[src/rtl/mips_if_pcgen_pkg.sv]
// Shared constants and types for the instruction-fetch PC generator.
//   MipsAddrWidth  : default fetch address width
//   MipsInstrWidth : instruction word width
//   MipsResetPc    : fetch address after reset
//   MipsNop        : word substituted for a fetch that returned a bus error
//   ifpc_state_e   : 2-bit FSM state encoding of the fetch sequencer
package mips_if_pcgen_pkg;

  localparam int unsigned MipsAddrWidth  = 32;
  localparam int unsigned MipsInstrWidth = 32;
  localparam logic [31:0] MipsResetPc    = 32'hBFC0_0000;
  localparam logic [31:0] MipsNop        = 32'h0000_0000;

  typedef enum logic [1:0] {
    StIdle = 2'd0,
    StReq  = 2'd1,
    StWait = 2'd2,
    StHold = 2'd3
  } ifpc_state_e;

endpackage

[src/rtl/mips_if_pc_sel.sv]
// Combinational next-fetch-PC select.
// Priority: EX redirect > sequential after fetch error > predictor taken > pc_incr.
// Ports:
//   redirect_i / redirect_pc_i : EX correction and its target
//   err_i                      : held instruction carried a fetch error
//   prdt_taken_i / prdt_pc_i   : branch predictor result
//   pc_incr_i                  : sequential successor of the held PC
//   next_pc_o                  : selected next fetch PC
module mips_if_pc_sel #(
  parameter int unsigned ADDR_W = 32
) (
  input  logic              redirect_i,
  input  logic [ADDR_W-1:0] redirect_pc_i,
  input  logic              err_i,
  input  logic              prdt_taken_i,
  input  logic [ADDR_W-1:0] prdt_pc_i,
  input  logic [ADDR_W-1:0] pc_incr_i,
  output logic [ADDR_W-1:0] next_pc_o
);

  always_comb begin
    next_pc_o = pc_incr_i;
    if (redirect_i) begin
      next_pc_o = redirect_pc_i;
    end else if (err_i) begin
      // The word behind an errored fetch is a NOP; its prediction is meaningless.
      next_pc_o = pc_incr_i;
    end else if (prdt_taken_i) begin
      next_pc_o = prdt_pc_i;
    end
  end

endmodule

[src/rtl/mips_if_pcgen.sv]
// Instruction-fetch PC generator with IF/ID holding register.
// Issues one fetch at a time, holds the returned word for the mini-decoder and
// branch predictor, then picks the next PC (redirect, prediction or sequential).
// Ports:
//   clk, rst_n                  : clock, asynchronous active-low reset
//   ifu_req_valid/ready/addr    : fetch request channel (word aligned address)
//   ifu_rsp_valid/instr/err     : fetch response, one per accepted request
//   if_valid/if_ir/if_pc/if_err : held instruction toward ID; id_ready consumes it
//   pc_incr                     : if_pc + 4 toward the predictor
//   prdt_taken/prdt_pc          : predictor result for the held instruction
//   ex_redirect/ex_redirect_pc  : EX correction, highest priority in every state
module mips_if_pcgen
  import mips_if_pcgen_pkg::*;
#(
  parameter int unsigned        ADDR_W   = MipsAddrWidth,
  parameter int unsigned        INSTR_W  = MipsInstrWidth,
  parameter logic [ADDR_W-1:0]  RESET_PC = ADDR_W'(MipsResetPc)
) (
  input  logic               clk,
  input  logic               rst_n,
  output logic               ifu_req_valid,
  input  logic               ifu_req_ready,
  output logic [ADDR_W-1:0]  ifu_req_addr,
  input  logic               ifu_rsp_valid,
  input  logic [INSTR_W-1:0] ifu_rsp_instr,
  input  logic               ifu_rsp_err,
  output logic               if_valid,
  input  logic               id_ready,
  output logic [INSTR_W-1:0] if_ir,
  output logic [ADDR_W-1:0]  if_pc,
  output logic               if_err,
  output logic [ADDR_W-1:0]  pc_incr,
  input  logic               prdt_taken,
  input  logic [ADDR_W-1:0]  prdt_pc,
  input  logic               ex_redirect,
  input  logic [ADDR_W-1:0]  ex_redirect_pc
);

  ifpc_state_e        state_q, state_d;
  logic [ADDR_W-1:0]  pc_q, pc_d;
  logic               drop_q, drop_d;
  logic               if_valid_q, if_valid_d;
  logic [INSTR_W-1:0] if_ir_q, if_ir_d;
  logic [ADDR_W-1:0]  if_pc_q, if_pc_d;
  logic               if_err_q, if_err_d;
  logic [ADDR_W-1:0]  sel_pc;
  logic               take_pc;

  assign pc_incr = if_pc_q + ADDR_W'(4);

  mips_if_pc_sel #(
    .ADDR_W (ADDR_W)
  ) u_pc_sel (
    .redirect_i    (ex_redirect),
    .redirect_pc_i (ex_redirect_pc),
    .err_i         (if_err_q),
    .prdt_taken_i  (prdt_taken),
    .prdt_pc_i     (prdt_pc),
    .pc_incr_i     (pc_incr),
    .next_pc_o     (sel_pc)
  );

  // pc_r moves on any redirect, or when ID takes the held instruction.
  assign take_pc = ex_redirect || ((state_q == StHold) && id_ready);

  always_comb begin
    state_d    = state_q;
    pc_d       = take_pc ? sel_pc : pc_q;
    drop_d     = drop_q;
    if_valid_d = if_valid_q;
    if_ir_d    = if_ir_q;
    if_pc_d    = if_pc_q;
    if_err_d   = if_err_q;

    unique case (state_q)
      StIdle: state_d = StReq;
      StReq: begin
        if (ifu_req_ready) begin
          state_d = StWait;
          // Request went out with the stale PC; its response must be thrown away.
          if (ex_redirect) drop_d = 1'b1;
        end
      end
      StWait: begin
        if (ifu_rsp_valid) begin
          if (drop_q || ex_redirect) begin
            drop_d  = 1'b0;
            state_d = StReq;
          end else begin
            if_ir_d    = ifu_rsp_err ? INSTR_W'(MipsNop) : ifu_rsp_instr;
            if_pc_d    = pc_q;
            if_err_d   = ifu_rsp_err;
            if_valid_d = 1'b1;
            state_d    = StHold;
          end
        end else if (ex_redirect) begin
          drop_d = 1'b1;
        end
      end
      StHold: begin
        if (ex_redirect || id_ready) begin
          if_valid_d = 1'b0;
          state_d    = StReq;
        end
      end
      default: state_d = StIdle;
    endcase

    if (ex_redirect) if_valid_d = 1'b0;
  end

  always_ff @(posedge clk or negedge rst_n) begin
    if (!rst_n) begin
      state_q    <= StIdle;
      pc_q       <= RESET_PC;
      drop_q     <= 1'b0;
      if_valid_q <= 1'b0;
      if_ir_q    <= '0;
      if_pc_q    <= '0;
      if_err_q   <= 1'b0;
    end else begin
      state_q    <= state_d;
      pc_q       <= pc_d;
      drop_q     <= drop_d;
      if_valid_q <= if_valid_d;
      if_ir_q    <= if_ir_d;
      if_pc_q    <= if_pc_d;
      if_err_q   <= if_err_d;
    end
  end

  assign ifu_req_valid = (state_q == StReq);
  assign ifu_req_addr  = {pc_q[ADDR_W-1:2], 2'b00};
  assign if_valid      = if_valid_q;
  assign if_ir         = if_ir_q;
  assign if_pc         = if_pc_q;
  assign if_err        = if_err_q;

  // A response is only legal while a request is outstanding.
  rsp_only_in_wait_a : assert property (
    @(posedge clk) disable iff (!rst_n) ifu_rsp_valid |-> (state_q == StWait)
  );

endmodule

[config.mk]
export PLATFORM = sky130hd
export DESIGN_NAME = mips_if_pcgen
export DESIGN_NICKNAME = d
export VERILOG_FILES = /design/src/rtl/mips_if_pcgen_pkg.sv /design/src/rtl/mips_if_pc_sel.sv /design/src/rtl/mips_if_pcgen.sv
export SDC_FILE = /design/constraint.sdc
export NUM_CORES = 1
export LEC_CHECK = 0
export CAP_MARGIN = 5
export CORE_AREA = 2 2 83 125
export DETAILED_ROUTE_END_ITERATION = 12
export DIE_AREA = 0 0 85 127
export DONT_BUFFER_PORTS = 1
export PLACE_DENSITY = 0.75
export SYNTH_ARGS = -nofsm -noshare
export SYNTH_HDL_FRONTEND = slang
export SYNTH_SLANG_ARGS = --single-unit
[constraint.sdc]
create_clock -name clk -period 2 [get_ports clk]
set_input_delay 0.4 -clock clk [delete_from_list [all_inputs] [get_ports clk]]
set_output_delay 0.4 -clock clk [all_outputs]
set_load 0.005 [all_outputs]
### Yosys cells after proc, flatten, opt, wreduce, memory -nomap -nowiden

Cells that the tools add are included.

* add/sub/neg operators: 1
* equal/unequal tests: 10
* mux-type cells: 19
* bitwise gates (word level): 1
* reduce and logical (&&, ||, !) cells: 11

Operators by type and width (count)
* 2-to-1 mux 32 bit: 4
* adder 32 x 3 -> 32 bit (second input constant): 1
* inequality test 3 bit (second input constant): 3
* AND reduction 3 bit: 3
* 2-to-1 mux 1 bit: 8
* 2-to-1 mux 2 bit: 4
* case mux 2 bit (4 select lines): 1
* == test 2 bit (second input constant): 2
* inequality test 2 x 1 -> 1 bit (second input constant): 2
* case mux 1 bit (2 select lines): 2
* AND reduction 4 bit: 1
* logical OR 1 bit: 3
* inequality test 3 x 2 -> 1 bit (second input constant): 1
* nonzero test 3 bit: 1
* == test 2 x 1 -> 1 bit (second input constant): 1
* logical NOT 2 bit: 1
* inequality test 2 bit (second input constant): 1
* nonzero test 2 bit: 1
* logical AND 1 bit: 1
* inverter 1 bit: 1

* flip-flop bits (word level): 101
* input port bits: 104
* output and inout bits: 131

### Longest topological paths before layout

Gate-level depths: netlist (run 1).

* depth in word-level cells: 5
* depth in mapped cells: 8

### Cells and area by module

A second synthesis (run 1) with hierarchy kept.

* cells, all modules: 569
* area total of the unflattened synthesis: 6094.6 µm²

By module, submodules not included
* mips_if_pcgen: instances 1, cells each 421, area each 4837.1 µm², seq. area each 2538.7 µm²
* mips_if_pc_sel: instances 1, cells each 148, area each 1257.5 µm², seq. area each 0.0 µm²

### Worst setup path before layout (run 1)

Ideal clock, no wire load.

* kind: register to output
* start point: register if_pc_q[4], in the netlist if_pc[4]
* end point: output port pc_incr[27]
* data arrival time: 1726 ps
* data required time: 1600 ps
* slack: -126 ps
* stages on the path, launching flop included: 6
* buffers on the path: 1
* cell sequence: dfrtp_1 -> nand3_2 -> or4_4 -> buf_6 -> nor4_2 -> xor2_1

* cells in the longest elaborated chain, start to end: 1

RTL lines
* start, declared: line mips_if_pcgen.sv:44 `logic [ADDR_W-1:0] if_pc_q, if_pc_d;`
* start signal, assigned: line mips_if_pcgen.sv:127 `if_pc_q <= if_pc_d;`
* adder 32 x 3 -> 32 bit: line mips_if_pcgen.sv:49 `assign pc_incr = if_pc_q + ADDR_W'(4);`
* end, declared: line mips_if_pcgen.sv:32 `output logic [ADDR_W-1:0] pc_incr,`

No other way between the ends.

### Final worst setup path (run 1)

* start point: register if_pc_q[8], in the netlist if_pc[8]
* end point: output port pc_incr[19]

The elaborated chain is that of the path after synthesis.

==> results.yml, run 1 <==
status:
  outcome: "finished with violations"
  violations: "hold timing, setup timing"
floorplanning:
  core_sq_mm: 0.00963
  row_count: 44
  io_pins: 235
  dieArea_sq_mm: 0.0108
  die_h_microns: 127
  die_w_microns: 85
  initial_utilization_pct: 57.0
worst_setup_path:
  critPathSlowestCell: "or4_4"
  slowest_delay_ps: 570
  cpLargestDelayFamily: "simple AND/OR/NAND/NOR gates"
  cp-start-kind: "flip-flop"
  path_class: "reg2out"
  crit_chain: "nand4_4 -> or4_4 -> buf_4 -> nor2_4 -> xor2_2"
  crit_buf_inv: 1
  crit_required_ps: 1600
  cp_max_fo: 4
  cp.arrival_ps: 1950
  end_kind: "output pin"
finish:
  antenna_cells: 0
  final-seq-area_sq_mm: 0.00254
  multi_input_area_sq_mm: 0.00298
  fill_cells: 691
  drive_above_1_share_pct: 31.8
  nets: 698
  area_growth_pct: 19.3
timing:
  finalSetupViolCount: 23
  final-hold-violation-count: 101
  finalClockSkew_ps: 6.21
  min_period_ps: 2350
  fin_tns_setup_ps: -5490
  finalWorstSetupSlack_ps: -351
  post-route-period-util_pct: 118
  maxSlewViolCount: 0
  fmax_mhz: 425
  tightest_slew_ps: 789
  whs_ps: -258
  rsz0062_at_grt: "yes"
  slew_headroom_pct: 47.1
clocking:
  cts-root-buf: "clkbuf_16"
  clk_pin_slew_ps: 70
  clock_latency_ps: 340
  cts-buffers-inserted: 9
  cts_sinks: 101
  clockBufferDepth: 2
  cts_tree: "done"
  htree_num_levels: 3
synth:
  synth_area_leaders: "dfrtp_1 (42%), mux2_2 (6.4%), o21ai_0 (5.7%)"
  synth_cell_types: 51
  synth_most_common_cell: "dfrtp_1"
  async_reset_ff_share_pct: 100
  synth_commonest_cells: "dfrtp_1 (92), nand2_1 (77), o21ai_0 (62), nand2b_1 (38), buf_4 (34)"
  synth_edf_count: 0
  syn_avg_cell_area_sq_um: 9.52
  synth_top_area_share_pct: 41.9
  yosysSeqAreaShare_pct: 46.2
  synth_ff_type: "dfrtp_1"
  synth_top_area_cell: "dfrtp_1"
  syn_area_sq_mm: 0.00549
  ys_ff_latch: 101
  synth_cells: 577
  synth.yosys.warnings: 0
pwr:
  combinationalPowerShare_pct: 35.5
  swShare_pct: 38.0
  power_mw: 8.41
  peakVddDrop_mv: 0.734
  pwr_density_cell_mw_per_mm2: 1280
  p_leak_nw: 2.99
  clockPowerShare_pct: 19.7
  switchingPower_mw: 3.20
  p_int_mw: 5.21
  seq_power_share_pct: 44.9
job:
  max_cap_viol_count: 0
drt:
  postRouteAntennaNets: 0
  vias_per_cell: 6.29
  route.detailed.drc: 0
  dr.first_iter.drc_count: 362
  firstDrtPassIters: 5
  drt_wl_total_mm: 15.7
  routedWlPerCell_microns: 22.1
  vias: 4459
placement:
  place.gp.congestion: 0.889
  io_buffers: 0
  hpwl_mm: 10.9
grt:
  gr-usage-met1_pct: 29.9
  grt_remaining_overflow: 0
  grt_pass1_wl_mm: 23.5
  antenna_found_initial: 0
  grt.busiest_layer: "met2"
  grt_start_max_net_pins: 102
  use_met2_pct: 47.7
  grtUsageTotal_pct: 27.9
  use_met3_pct: 12.3
  grt_pass1_vias: 4535
hold_path:
  worstHoldPathType: "in2async"
-- through the flow --
step                      area (sq um)  util [%]  instances  worst slack (ps)  hold slack [ps]
after detailed placement          5720      59.4        679              -197              106
after CTS                         6340      65.8        703              -339             -268
after global placement            5720      59.4        679             -33.9              107
after global routing              6550      68.0        709              -423             -273
after floorplan                   5520         -        578             -73.0              104
final                             6550      68.0        709              -351             -258
-- layout make-up --
cell class	instances	area share, %
multi-input cells	402	45.4
inverters	8	0.458
flip-flops and latches	101	38.8
repair buffers	67	8.83
clock inverters	5	0.554
well taps	115	2.20
clock buffers	11	3.71
-- path summary, 6_finish.rpt --
| kind | start | end | slack, ps | cells past startpoint |
|---|---|---|---|---|
| max | if_pc[8]$_DFFE_PN0P_ | pc_incr[19] | -350 | 5 |
| min reg2reg | pc_q[1]$_DFFE_PN0P_ | pc_q[1]$_DFFE_PN0P_ | 490 | 2 |
| min in group clk | ex_redirect | if_valid$_DFFE_PN0P_ | 140 | 1 |
| max reg2reg | if_pc[8]$_DFFE_PN0P_ | pc_q[21]$_DFFE_PN0P_ | 30 | 6 |
| min | rst_n | pc_q[12]$_DFFE_PN0P_ | -260 | 0 |
| max in group asynchronous | rst_n | pc_q[31]$_DFFE_PN1P_ | 2040 | 0 |
-- placed cells by master, fill, tap and decap left out, types with 10 or more instances in the layout --
cell | Yosys | final
mux2_2 | 31 | 31
buf_4 | 34 | 55
nor3_1 | 15 | 10
dfrtp_1 | 92 | 88
nand2b_1 | 38 | 38
nor2b_1 | 11 | 10
xnor2_2 | 0 | 10
nand2_1 | 77 | 72
a21oi_1 | 17 | 17
o21ai_0 | 62 | 62
nor2_1 | 31 | 26
-- flip-flops by register name, indices dropped and copies added (netlist names) --
signal    cells
drop_q        1
if_ir        32
if_valid      1
state_q       2
if_err        1
if_pc        32
pc_q         32
-- power groups by stage --
stage	logic (mW)	clock network (mW)	registers, mW
after floorplan	1.78	0	3.70
after global placement	2.51	0	3.74
after detailed placement	2.62	0	3.76
after CTS	2.82	1.68	3.76
after global routing	3.26	1.76	3.87
final	2.98	1.65	3.77
-- layer usage --
layer  vias up  wire (microns)
li1       2007               -
met1      2143            5260
met2       259            8170
met3        50            1680
met4         0             539
met5         -               0
-- kinds of logic (layout without fill, tap and decap cells) --
| kind of cell | after synthesis | in the layout | synth area share, % |
|---|---|---|---|
| and+or+nand+nor | 212 | 212 | 19.5 |
| AOI/OAI and AO/OA | 123 | 123 | 14.4 |
| DFF | 101 | 101 | 46.2 |
| buffers and inverters | 75 | 91 | 7.59 |
| muxes | 33 | 33 | 6.72 |
| xor gates and xnor gates | 27 | 27 | 4.31 |
| adders and majority gates | 5 | 5 | 1.14 |
| other | 1 | 2 | 0.0683 |
-- repair_timing --
action,CTS,global route
buffers inserted,8,6
hold endpoints to repair,101,101
endpoints found under the setup margin,32,29
pin swaps,19,19
resized for setup,44,30
No activity file was read; power rests on OpenSTA's default activity.
==> run 2: changes to the inputs <==
--- a/config.mk
+++ b/config.mk
@@ -5,10 +5,11 @@
 export SDC_FILE = /design/constraint.sdc
 export NUM_CORES = 1
 export LEC_CHECK = 0
+export ABC_AREA = 1
 export CAP_MARGIN = 5
-export CORE_AREA = 2 2 83 125
+export CORE_AREA = 2 2 85 128
 export DETAILED_ROUTE_END_ITERATION = 12
-export DIE_AREA = 0 0 85 127
+export DIE_AREA = 0 0 87 130
 export DONT_BUFFER_PORTS = 1
 export PLACE_DENSITY = 0.75
 export SYNTH_ARGS = -nofsm -noshare
==> run 2 against run 1 <==
Effect of this change: the flow still finishes with violations (hold timing, setup timing); utilization decreased by 4.3 points; design area increased by 0.11%; worst hold slack improved by 9.9 ps; cell count increased by 20%; critical endpoint is now pc_incr[28]; largest cell class unchanged.
==> results.yml, run 2 <==
drt:
  route.detailed.drc: 0
  routedWlPerCell_microns: 19.7
  drt_wl_total_mm: 16.7
  firstDrtPassIters: 5
  vias_per_cell: 5.77
  vias: 4902
  postRouteAntennaNets: 0
  dr.first_iter.drc_count: 262
grt:
  use_met3_pct: 7.91
  grt_pass1_vias: 4977
  gr-usage-met1_pct: 31.2
  use_met2_pct: 53.4
  grt_pass1_wl_mm: 25.4
  grt.busiest_layer: "met2"
  grt_remaining_overflow: 0
  grt_start_max_net_pins: 102
  antenna_found_initial: 0
  grtUsageTotal_pct: 29.4
placement:
  place.gp.congestion: 0.856
  dpl_cell_area_sq_mm: 0.00579
  hpwl_mm: 12.3
  io_buffers: 0
  dp_cells: 817
synth:
  synth_area_leaders: "dfrtp_1 (40%), nand2_1 (13%), o21ai_0 (5.4%)"
  synth_cell_types: 38
  synth_most_common_cell: "nand2_1"
  synth.yosys.warnings: 0
  synth_cells: 737
  synth_commonest_cells: "nand2_1 (207), dfrtp_1 (92), inv_1 (76), o21ai_0 (63), nor2_1 (60)"
  syn_avg_cell_area_sq_um: 7.86
  async_reset_ff_share_pct: 100
  synth_edf_count: 0
  synth_top_area_cell: "dfrtp_1"
  synth_top_area_share_pct: 39.8
  synth_ff_type: "dfrtp_1"
  syn_area_sq_mm: 0.00579
  ys_ff_latch: 101
  yosysSeqAreaShare_pct: 43.8
timing:
  slew_headroom_pct: 60.2
  fin_tns_setup_ps: -1630
  finalClockSkew_ps: 10.8
  final-hold-violation-count: 101
  min_period_ps: 2140
  fmax_mhz: 466
  finalWorstSetupSlack_ps: -145
  post-route-period-util_pct: 107
  rsz0062_at_grt: "yes"
  tightest_slew_ps: 596
  maxSlewViolCount: 0
  whs_ps: -248
  finalSetupViolCount: 20
floorplanning:
  die_h_microns: 130
  initial_utilization_pct: 56.2
  dieArea_sq_mm: 0.0113
  io_pins: 235
  row_count: 46
  core_sq_mm: 0.0103
  die_w_microns: 87
finish:
  area_growth_pct: 13.2
  final-seq-area_sq_mm: 0.00255
  drive_above_1_share_pct: 25.5
  final_cells: 849
  finalInstanceArea_sq_mm: 0.00656
  multi_input_area_sq_mm: 0.00289
  fill_cells: 917
  antenna_cells: 0
  nets: 833
  final_common_cell: "nand2_1"
  final_cell_mix: "nand2_1 (167), dfrtp_1 (81), inv_1 (73)"
worst_setup_path:
  slowest_delay_ps: 400
  crit_chain: "ha_2 -> nand2_2 -> nor2_4 -> buf_6 -> nand3_4 -> inv_4 -> nand2_2 -> nand2_2 -> nand2_2"
  cp-start-kind: "flip-flop"
  crit_required_ps: 1600
  cp.arrival_ps: 1740
  path_class: "reg2out"
  cp_max_fo: 4
  end_kind: "output pin"
  critPathSlowestCell: "dfrtp_1"
  cp_common_cell: "nand2_2"
clocking:
  cts_sinks: 101
  htree_num_levels: 3
  cts-root-buf: "clkbuf_16"
  clock_latency_ps: 340
  clk_pin_slew_ps: 70
  cts_tree: "done"
  clockBufferDepth: 2
  cts-buffers-inserted: 9
pwr:
  pwr_density_cell_mw_per_mm2: 1300
  peakVddDrop_mv: 0.741
  p_leak_nw: 3.26
  power_mw: 8.52
status:
  outcome: "finished with violations"
  violations: "hold timing, setup timing"
hold_path:
  worstHoldPathType: "in2async"
job:
  max_cap_viol_count: 0
## run 2: per-stage QoR
step	utilization, %	setup slack (ps)
final	63.7	-145
after global routing	63.7	-254
after CTS	60.9	-143
after detailed placement	56.2	187
after global placement	56.2	230
after floorplan	-	361
## run 2: worst paths after layout
check | start | to | slack [ps] | cells past startpoint
setup / recovery | if_pc[2]$_DFFE_PN0P_ | pc_incr[28] | -140 | 9
hold / removal | rst_n | if_pc[22]$_DFFE_PN0P_ | -250 | 0
setup reg to reg | if_pc[2]$_DFFE_PN0P_ | pc_q[30]$_DFFE_PN0P_ | 100 | 13
hold reg to reg | pc_q[1]$_DFFE_PN0P_ | if_pc[1]$_DFFE_PN0P_ | 520 | 2
max in group asynchronous | rst_n | pc_q[25]$_DFFE_PN1P_ | 2000 | 0
min in group clk | ifu_rsp_instr[29] | if_ir[29]$_DFFE_PN0P_ | 180 | 1
## run 2: cell families (layout without fill, tap and decap cells)
kind of cell    after synthesis  in the layout  share of synthesized area, %
simple gates                338            338                          25.9
buf+inv                     142            133                          11.8
compound gates              138            138                          15.3
flops                       101            101                          43.8
xor+xnor                     12             12                          2.07
fa+ha+maj                     5              5                          1.08
other cells                   1              2                        0.0648
## run 2: timing repair
| item | 4_1_cts | 5_1_grt |
|---|---|---|
| buffers inserted | 7 | 11 |
| endpoints found under the hold margin | 101 | 101 |
| pin swaps | 17 | 24 |
| resized for setup | 40 | 59 |
| setup endpoints to repair | 24 | 26 |
## run 2: routing by layer
| layer | part of all wire, % | wire [microns] | up-vias |
|---|---|---|---|
| met3 | 8.0 | 1340 | 35 |
| met4 | 3.1 | 524 | 0 |
| li1 | - | - | 2287 |
| met1 | 35 | 5800 | 2335 |
| met5 | 0 | 0 | - |
| met2 | 54 | 9070 | 245 |
## run 2: final cells by class
type	count	area share (%)
repair buffers	39	5.82
flip-flops and latches	101	38.9
multi-input cells	495	44.1
well taps	120	2.29
clock buffers	10	3.49
inverters	78	4.58
clock inverters	6	0.840
## run 2: power breakdown
group | internal [mW] | total (mW) | leakage [nW] | switching [mW]
registers | 2.90 | 3.88 | 1.23 | 0.986
logic | 1.26 | 2.96 | 1.90 | 1.71
clock network | 0.867 | 1.67 | 0.133 | 0.807
## run 2: critical path: cells and delay by family, from the launching register on
kind / cells / cell delay, ps
and+or+nand+nor: 6 / 560
DFF: 1 / 400
buffers and inverters: 2 / 230
adders and majority gates: 1 / 210
==> run 3: changes to the inputs <==
--- a/config.mk
+++ b/config.mk
@@ -7,11 +7,12 @@
 export LEC_CHECK = 0
 export ABC_AREA = 1
 export CAP_MARGIN = 5
-export CORE_AREA = 2 2 85 128
+export CORE_AREA = 2 2 91 137
 export DETAILED_ROUTE_END_ITERATION = 12
-export DIE_AREA = 0 0 87 130
+export DIE_AREA = 0 0 93 139
 export DONT_BUFFER_PORTS = 1
-export PLACE_DENSITY = 0.75
+export HOLD_SLACK_MARGIN = 0.05
+export PLACE_DENSITY = 0.67
 export SYNTH_ARGS = -nofsm -noshare
 export SYNTH_HDL_FRONTEND = slang
 export SYNTH_SLANG_ARGS = --single-unit
==> constraint.sdc (replaced) <==
create_clock -name clk -period 2 [get_ports clk]
set_input_delay 0.3 -clock clk [delete_from_list [all_inputs] [get_ports clk]]
set_output_delay 0.3 -clock clk [all_outputs]
set_load 0.005 [all_outputs]
==> run 3 against run 2 <==
Effect of this change: global-route usage down 3.3 points; utilization fell by 8.6 points; the flow still finishes with violations (hold timing, setup timing); critical endpoint is now pc_incr[18]; clock skew fell by 0.93 ps.
==> results.yml, run 3 (synthesis gave the netlist of run 2 again) <==
status:
  outcome: "finished with violations"
  violations: "hold timing, setup timing"
floorplanning:
  die_w_microns: 93
  row_count: 49
  core_sq_mm: 0.0118
  dieArea_sq_mm: 0.0129
  io_pins: 235
  initial_utilization_pct: 49.2
  die_h_microns: 139
timing:
  tightest_slew_ps: 646
  slew_headroom_pct: 56.9
  whs_ps: -354
  finalSetupViolCount: 6
  rsz0062_at_grt: "yes"
  finalWorstSetupSlack_ps: -36.0
  min_period_ps: 2040
  fmax_mhz: 491
  maxSlewViolCount: 0
  post-route-period-util_pct: 102
  final-hold-violation-count: 101
  finalClockSkew_ps: 9.86
  fin_tns_setup_ps: -98.2
worst_setup_path:
  end_kind: "output pin"
  cp_max_fo: 5
  cp-start-kind: "flip-flop"
  rr_worst_depth: 7
  crit_start: "if_pc[3]$_DFFE_PN0P_"
  r2r_slack_ps: 260
  r2r-start: "if_err$_DFFE_PN0P_"
  cp.arrival_ps: 1740
  r2r-end: "pc_q[2]$_DFFE_PN0P_"
  crit_required_ps: 1700
  path_class: "reg2out"
clocking:
  cts-root-buf: "clkbuf_16"
  cts-buffers-inserted: 9
  cts_tree: "done"
  clock_latency_ps: 350
  cts_sinks: 101
  clk_pin_slew_ps: 80
  clockBufferDepth: 2
  htree_num_levels: 3
grt:
  grtUsageTotal_pct: 26.1
  grt_pass1_wl_mm: 26.0
  grt_pass1_vias: 5052
  antenna_found_initial: 1
  grt_start_max_net_pins: 102
  grt_remaining_overflow: 0
finish:
  multi_input_area_sq_mm: 0.00284
  area_growth_pct: 11.9
  final_common_cell: "nand2_1"
  drive_above_1_share_pct: 23.4
  final_cell_mix: "nand2_1 (178), dfrtp_1 (76), inv_1 (73)"
  final_cells: 871
  final-seq-area_sq_mm: 0.00256
  antenna_cells: 0
  nets: 822
  utilization_pct: 55.0
  fill_cells: 1085
placement:
  hpwl_mm: 12.3
  io_buffers: 0
  place.gp.congestion: 0.898
  dp_cells: 845
pwr:
  pwr_density_cell_mw_per_mm2: 1310
  peakVddDrop_mv: 0.608
  switchingPower_mw: 3.46
  swShare_pct: 40.8
  combinationalPowerShare_pct: 31.4
  p_leak_nw: 3.18
  clockPowerShare_pct: 22.0
  seq_power_share_pct: 46.5
  p_int_mw: 5.02
drt:
  vias_per_cell: 5.63
  routedWlPerCell_microns: 19.5
  firstDrtPassIters: 5
  dr.first_iter.drc_count: 221
  postRouteAntennaNets: 0
  route.detailed.drc: 0
  vias: 4907
  drt_wl_total_mm: 17.0
hold_path:
  worstHoldPathType: "in2async"
job:
  max_cap_viol_count: 0
==> run 3: cell types whose count changed in the layout (fill, tap and decap cells not counted), moves of 5 or more <==
| cell | previous run | this run |
|---|---|---|
| buf_4 | 27 | 22 |
| dfrtp_2 | 11 | 16 |
| buf_6 | 7 | 0 |
| nand2_1 | 167 | 178 |
| nand2_2 | 44 | 34 |
| dfrtp_1 | 81 | 76 |
| nor2_4 | 13 | 18 |
==> run 3: power by group through the flow <==
stage / Clock (mW) / Combinational, mW / Sequential, mW
after floorplan: 0 / 2.04 / 3.58
after global placement: 0 / 2.35 / 3.88
after detailed placement: 0 / 2.45 / 3.88
after CTS: 1.89 / 2.50 / 3.89
after global routing: 1.97 / 2.99 / 4.07
final: 1.87 / 2.66 / 3.94
==> run 3: final cells by class <==
| cell class | instances | area share [%] |
|---|---|---|
| well taps | 153 | 2.95 |
| repair buffers | 28 | 4.40 |
| clock buffers | 9 | 3.48 |
| clock inverters | 7 | 1.35 |
| inverters | 78 | 4.52 |
| flip-flops and latches | 101 | 39.5 |
| multi-input cells | 495 | 43.8 |
==> run 3: metrics by stage <==
| step | cell area [sq um] | hold slack (ps) | setup WS (ps) | power [mW] |
|---|---|---|---|---|
| 2_1_floorplan | 5790 | 4.41 | 461 | 5.62 |
| 3_3_place_gp | 5790 | 7.44 | 243 | 6.23 |
| 3_5_place_dp | 5790 | 6.99 | 240 | 6.33 |
| 4_1_cts | 6210 | -377 | -125 | 8.29 |
| 5_1_grt | 6480 | -377 | -131 | 9.02 |
| 6_report | 6480 | -354 | -36.0 | 8.48 |
==> run 3: how the worst max path moves through the flow <==
stage	endpoint	slack, ps	cells after the start
2_1_floorplan	pc_incr[18]	460	7
3_3_place_gp	pc_incr[28]	240	8
3_5_place_dp	pc_incr[28]	240	8
4_1_cts	pc_incr[18]	-130	7
5_1_grt	pc_incr[24]	-130	7
6_report	pc_incr[18]	-40	7
==> run 3: critical path, cell delays in order (launching register included) <==
cell and delay [ps]:
dfrtp_2 430, ha_4 170, nand2_4 50, nor2_4 190, nand2_4 130, nor2_4 200, xnor2_2 140, inv_2 80
==> run 3: per-layer routing <==
metal	GRT usage (%)	share of wire (%)	vias to the layer above	wire (microns)
li1	-	-	2268	-
met1	27.1	35	2348	5900
met2	46.5	54	256	9120
met3	9.29	8.8	33	1490
met4	11.4	2.7	2	459
met5	0	0.077	-	13
==> run 3: what timing repair did <==
action | 4_1_cts | 5_1_grt
endpoints found under the setup margin | 22 | 23
buffers inserted | 3 | 7
pin swaps | 9 | 18
resized for setup | 23 | 61
hold endpoints to repair | 101 | 101
